## src/rtl/windower_kernel_if.sv

```systemverilog
// Stream bundle for windower_kernel: input beats in, sliding-window vectors out.
// The kernel takes the slave view; the producer/consumer side takes master.
interface windower_kernel_if #(
  parameter int NO_CH      = 2,
  parameter int THROUGHPUT = 1,
  parameter int KERNEL     = 3
);
  logic                                     in_vld;
  logic                                     in_rdy;
  logic [THROUGHPUT-1:0][NO_CH-1:0]         data_in;
  logic                                     out_vld;
  logic                                     out_rdy;
  logic [THROUGHPUT+KERNEL-2:0][NO_CH-1:0]  data_out;
  logic                                     out_first;
  logic                                     out_last;

  modport slave (
    input  in_vld, data_in, out_rdy,
    output in_rdy, out_vld, data_out, out_first, out_last
  );

  modport master (
    output in_vld, data_in, out_rdy,
    input  in_rdy, out_vld, data_out, out_first, out_last
  );
endinterface

```

## src/rtl/windower_kernel.sv

```systemverilog
// Streaming 1-D window generator: each output beat carries THROUGHPUT+KERNEL-1
// samples centred on one input beat, with zero or edge-replicate boundary padding.
module windower_kernel #(
  parameter int NO_CH          = 2,
  parameter int LOG2_IMG_BEATS = 10,
  parameter int THROUGHPUT     = 1,
  parameter int KERNEL         = 3,
  parameter int PAD_MODE       = 0
) (
  input  logic              clk,
  input  logic              rst,
  windower_kernel_if.slave  bus
);
  localparam int T = THROUGHPUT;
  localparam int H = (KERNEL - 1) / 2;
  localparam int W = THROUGHPUT + KERNEL - 1;
  localparam bit SHORT_IMG = (LOG2_IMG_BEATS == 1);
  localparam logic [LOG2_IMG_BEATS-1:0] CNTR_LAST = '1;

  typedef enum logic [1:0] {IDLE, PRIME, RUN, DRAIN} state_t;
  typedef logic [NO_CH-1:0] sample_t;

  state_t                    state_q, state_d;
  logic [LOG2_IMG_BEATS-1:0] cntr_q, cntr_d;
  logic                      out_vld_q, out_vld_d;
  logic                      out_first_q, out_first_d;
  logic                      out_last_q, out_last_d;
  sample_t [T-1:0]           prev_q, prev_d;
  sample_t [T-1:0]           cur_q, cur_d;
  sample_t [W-1:0]           data_out_q, data_out_d;
  sample_t [W-1:0]           win;
  sample_t                   left_pad, right_pad;

  logic slot_free;
  logic in_rdy;
  logic accept;
  logic emit;

  assign slot_free = !out_vld_q || bus.out_rdy;
  assign accept    = bus.in_vld && in_rdy;

  // State register (control only; sample/data registers are left unreset)
  always_ff @(posedge clk or negedge rst) begin
    if (!rst) begin
      state_q     <= IDLE;
      cntr_q      <= '0;
      out_vld_q   <= 1'b0;
      out_first_q <= 1'b0;
      out_last_q  <= 1'b0;
    end else begin
      state_q     <= state_d;
      cntr_q      <= cntr_d;
      out_vld_q   <= out_vld_d;
      out_first_q <= out_first_d;
      out_last_q  <= out_last_d;
    end
  end

  always_ff @(posedge clk) begin
    prev_q     <= prev_d;
    cur_q      <= cur_d;
    data_out_q <= data_out_d;
  end

  // Next-state logic; cntr holds the index of the next input beat to accept
  always_comb begin
    state_d = state_q;
    cntr_d  = cntr_q;
    case (state_q)
      IDLE: begin
        if (accept) begin
          state_d = PRIME;
          cntr_d  = cntr_q + 1'b1;
        end
      end
      PRIME: begin
        if (accept) begin
          state_d = SHORT_IMG ? DRAIN : RUN;
          cntr_d  = cntr_q + 1'b1;
        end
      end
      RUN: begin
        if (accept) begin
          cntr_d = cntr_q + 1'b1;
          if (cntr_q == CNTR_LAST) state_d = DRAIN;
        end
      end
      default: begin
        if (slot_free) state_d = IDLE;
      end
    endcase
  end

  // Output decode: IDLE never emits, so it may accept even with a full slot
  always_comb begin
    in_rdy = 1'b0;
    emit   = 1'b0;
    case (state_q)
      IDLE:    in_rdy = 1'b1;
      PRIME,
      RUN: begin
        in_rdy = slot_free;
        emit   = bus.in_vld && slot_free;
      end
      default: emit = slot_free;
    endcase
  end

  assign left_pad  = (PAD_MODE == 1) ? cur_q[0]   : '0;
  assign right_pad = (PAD_MODE == 1) ? cur_q[T-1] : '0;

  // Window = tail H of previous beat, current beat, head H of the incoming beat
  generate
    for (genvar gi = 0; gi < W; gi++) begin : g_win
      if (gi < H) begin : g_left
        assign win[gi] = (state_q == PRIME) ? left_pad : prev_q[T-H+gi];
      end else if (gi < H + T) begin : g_mid
        assign win[gi] = cur_q[gi-H];
      end else begin : g_right
        assign win[gi] = (state_q == DRAIN) ? right_pad : bus.data_in[gi-H-T];
      end
    end
  endgenerate

  always_comb begin
    prev_d      = prev_q;
    cur_d       = cur_q;
    data_out_d  = data_out_q;
    out_first_d = out_first_q;
    out_last_d  = out_last_q;
    out_vld_d   = out_vld_q;
    if (accept) begin
      prev_d = cur_q;
      cur_d  = bus.data_in;
    end
    if (emit) begin
      data_out_d  = win;
      out_first_d = (state_q == PRIME);
      out_last_d  = (state_q == DRAIN);
      out_vld_d   = 1'b1;
    end else if (bus.out_rdy) begin
      out_vld_d = 1'b0;
    end
  end

  assign bus.in_rdy    = in_rdy;
  assign bus.out_vld   = out_vld_q;
  assign bus.data_out  = data_out_q;
  assign bus.out_first = out_first_q;
  assign bus.out_last  = out_last_q;
endmodule

```

## src/flat_wrapper.sv

```systemverilog
// flat-port wrapper written by rule: the top's interface ports become plain ports
module windower_kernel_flat 
#(
  parameter int NO_CH          = 2,
  parameter int LOG2_IMG_BEATS = 10,
  parameter int THROUGHPUT     = 1,
  parameter int KERNEL         = 3,
  parameter int PAD_MODE       = 0
)
  (clk, rst, bus_in_vld, bus_data_in, bus_out_rdy, bus_in_rdy, bus_out_vld, bus_data_out, bus_out_first, bus_out_last);
  windower_kernel_if #(.NO_CH(NO_CH), .THROUGHPUT(THROUGHPUT), .KERNEL(KERNEL)) bus_i ();
  input  logic clk;
  input  logic rst;
  input wire logic [$bits(bus_i.in_vld)-1:0] bus_in_vld;
  input wire logic [$bits(bus_i.data_in)-1:0] bus_data_in;
  input wire logic [$bits(bus_i.out_rdy)-1:0] bus_out_rdy;
  output wire logic [$bits(bus_i.in_rdy)-1:0] bus_in_rdy;
  output wire logic [$bits(bus_i.out_vld)-1:0] bus_out_vld;
  output wire logic [$bits(bus_i.data_out)-1:0] bus_data_out;
  output wire logic [$bits(bus_i.out_first)-1:0] bus_out_first;
  output wire logic [$bits(bus_i.out_last)-1:0] bus_out_last;
  assign bus_i.in_vld = bus_in_vld;
  assign bus_i.data_in = bus_data_in;
  assign bus_i.out_rdy = bus_out_rdy;
  assign bus_in_rdy = bus_i.in_rdy;
  assign bus_out_vld = bus_i.out_vld;
  assign bus_data_out = bus_i.data_out;
  assign bus_out_first = bus_i.out_first;
  assign bus_out_last = bus_i.out_last;
  windower_kernel #(.NO_CH(NO_CH), .LOG2_IMG_BEATS(LOG2_IMG_BEATS), .THROUGHPUT(THROUGHPUT), .KERNEL(KERNEL), .PAD_MODE(PAD_MODE)) u_core (.clk(clk), .rst(rst), .bus(bus_i));
endmodule
```

## config.mk

```make
export PLATFORM = sky130hd
export DESIGN_NAME = windower_kernel_flat
export DESIGN_NICKNAME = d
export VERILOG_FILES = /design/src/rtl/windower_kernel_if.sv /design/src/rtl/windower_kernel.sv /design/src/flat_wrapper.sv
export SDC_FILE = /design/constraint.sdc
export NUM_CORES = 1
export LEC_CHECK = 0
export ABC_CLOCK_PERIOD_IN_PS = 1800
export CAP_MARGIN = 15
export CORE_AREA = 2 2 52 54
export DETAILED_ROUTE_END_ITERATION = 16
export DIE_AREA = 0 0 54 56
export PLACE_DENSITY = 0.71
export SYNTH_ARGS = -nofsm -noshare
export SYNTH_HDL_FRONTEND = slang
export SYNTH_SLANG_ARGS = --single-unit
```

## constraint.sdc

```tcl
create_clock -name clk -period 1.8 [get_ports clk]
set_input_delay 0.36 -clock clk [delete_from_list [all_inputs] [get_ports clk]]
set_output_delay 0.36 -clock clk [all_outputs]
set_load 0.05 [all_outputs]
```

==> impl_metrics.ini <==
[critical_path]
cp_max_fo = 4
r2r-end = u_core.state_q[1]
r2r_slack_ps = -10
critPathRequiredTime_ps = 1440
ff2ff_path_depth = 7
cpMostUsedCell = buf_6
critPathMaxStageDelay_ps = 440
crit_path_cell_trace = buf_6 > ha_4 > nand2b_4 > o22ai_4 > buf_6 > buf_12
start_kind = flip-flop
critPathArrivalTime_ps = 1570
path_class = reg -> out
r2r-start = u_core.state_q[1]
cp_slowest_cell = dfrtp_1
end_kind = primary output

[sta]
rsz0062_at_grt = true
tightest_slew_ps = 491.8
fin_crit_sh_pct = 107.5
final-setup-viol-count = 2
max_freq_ghz = 0.5170
hold_violations = 0
drv_slew = 0
fin_crit_ps = 1934
worst_clock_skew_ps = 3.525
slew_headroom_pct = 67.35
fin_ws_ps = -134.2

[synth]
synth_seq_cells = 25
syn_inst = 84
synthFlopType = dfrtp_1
yosysWarnings = 0
ys_seq_area_share_pct = 61.43
yosysTopAreaCellShare_pct = 34.13
synth_common_cells = dfrtp_1, edfxtp_1, nand2_1
synth-async-reset-ratio_pct = 60.00
synth_most_common_cell = dfrtp_1
netlist_area_um2 = 1100
syn_avg_cell_area_um2 = 13.09
synth_enable_flop_cells = 10
synth_area_leaders = dfrtp_1, edfxtp_1, ha_1
synth_cell_types = 28
synth_area_leader_cell = dfrtp_1
syn_nets = 95

[detailed_routing]
drt_iter0_markers = 8
first_pass_iters = 4
viasPerCell = 4.986
detail-route-antenna-nets = 0
wl_mm = 1.977
num_vias = 738
wl_per_cell_um = 13.36
drc = 0

[finish]
drive_above_1_share_pct = 38.98
n_antenna_cell = 0
post-route-util_pct = 61.06
area_growth_pct = 35.04
finalInstanceArea_um2 = 1485
final_nets = 130
layoutNonFillerInstCount = 148

[cts]
cts_buffers = 3
cts-root-buf = clkbuf_4
tritoncts = yes
cts.sinks = 25
insertion_delay_ps = 310
clk_pin_slew_worst_paths_ps = 140
clk_path_buf_depth = 2
cts-htree-levels = 1

[power_and_ir_drop]
netSwitchingPower_uw = 1223
p_leak_uw = 0.0006634
clockPowerShare_pct = 8.5
p_per_area_nw_per_um2 = 2010
comb_power_share_pct = 58.7
irDropWorstVdd_v = 0.001200
power_uw = 2985
power.internal_uw = 1762
power.share.sequential_pct = 32.9
swShare_pct = 40.96

[die]
placementRows = 18
ios = 16
die_h_um = 56
core_area_um2 = 2432
die_area_um2 = 3024
start_util_pct = 45.22
die_w_um = 54

[grt]
grt_usage_pct = 15.31
grt_overflow = 0
antenna_found_initial = 0
grt_pass1_vias = 791
grt_pass1_wl_mm = 3.387
grt_max_degree = 16

[placed_design]
place_ws_ps = 2.703
place_congestion = 0.8110
hpwl_mm = 1.415
placed_area_um2 = 1365
place.port_buffers = 15
placedCellCount = 135

[hold_path]
hp-class = in -> async

[status]
violations = negative setup slack
outcome = finished with violations

[flow_run]
maxCapViolCount = 0
-- layout by cell type (no fill, tap or decap), drive strengths merged, types with 4 or more instances in the layout --
cell            n
xor2            4
ha              5
edfxtp         10
nor2            4
buf            24
dfrtp          15
clkdlybuf4s50   5
nand2           7
xnor2           5
-- state kept, by name, summed over array words and instances (netlist names) --
name,cells
u_core.state_q,2
u_core.cntr_q,10
u_core.cur_q,2
u_core.bus.data_out,6
u_core.prev_q,2
u_core.bus.out_last,1
u_core.bus.out_first,1
u_core.bus.out_vld,1
-- worst max-delay path by stage --
stage	end	slack, ps	depth (start not counted)	from
finish	bus_in_rdy	-130	6	u_core.state_q[0]
global route	bus_in_rdy	-220	6	u_core.state_q[0]
CTS	bus_in_rdy	-130	6	u_core.state_q[0]
detailed placement	u_core.state_q[1]	3	6	bus_out_rdy
global placement	u_core.state_q[1]	20	6	u_core.state_q[0]
floorplan	u_core.cntr_q[1]	-170	7	u_core.state_q[0]
-- layout make-up --
type,count,area (um2)
clock buffer,3,22.52
clock inverter,1,7.507
fill,201,947.2
inverter,3,11.26
multi-input combinational,56,471.7
sequential,25,675.6
tap,30,37.54
timing repair buffer,30,259.0
-- power groups by stage --
stage / combinational, uW / clock [uW] / sequential [uW]
after floorplan: 742 / 0 / 1270
after global placement: 1470 / 0 / 985
after detailed placement: 1500 / 0 / 993
after CTS: 1650 / 260 / 983
after global routing: 1880 / 286 / 1020
final: 1750 / 252 / 982
-- what timing repair did --
| item | in CTS | in global routing |
|---|---|---|
| hold buffers | 0 | 0 |
| pin swaps | 4 | 1 |
| cloned | 0 | 1 |
| setup buffers | 5 | 3 |
| endpoints found under the setup margin | 3 | 7 |
| gates resized for setup | 5 | 3 |
-- stage by stage --
step | setup TNS [ps] | hold WS [ps]
after floorplan | -834.0 | 64.41
after global placement | 0 | 436.3
after detailed placement | 0 | 445.6
after CTS | -145.3 | 334.0
after global routing | -395.1 | 345.6
final | -148.0 | 339.2
-- per-layer routing --
layer	track usage (%)	wire length [um]	up-vias
li1	-	-	362
met1	20.03	872	361
met2	24.74	1024	13
met3	3.226	65	2
met4	5.000	15	0
met5	0	0	-
-- cell families (layout without fill, tap and decap cells) --
kind of cell	count (synthesis)	after routing	synth area share, %
adders and majority gates	5	5	5.688
xor gates and xnor gates	9	9	7.167
buffers and inverters	4	37	2.048
muxes	3	3	3.071
AOI/OAI and AO/OA	7	7	4.664
and+or+nand+nor	31	32	15.93
DFF	25	25	61.43
-- critical path: cells and delay by family (launching register included) --
kind / cells / cell delay, ps
DFF: 1 / 440
adders and majority gates: 1 / 170
AOI/OAI and AO/OA: 1 / 110
buffers and inverters: 3 / 400
and+or+nand+nor: 1 / 140
Power figures use the tool's default switching activity.
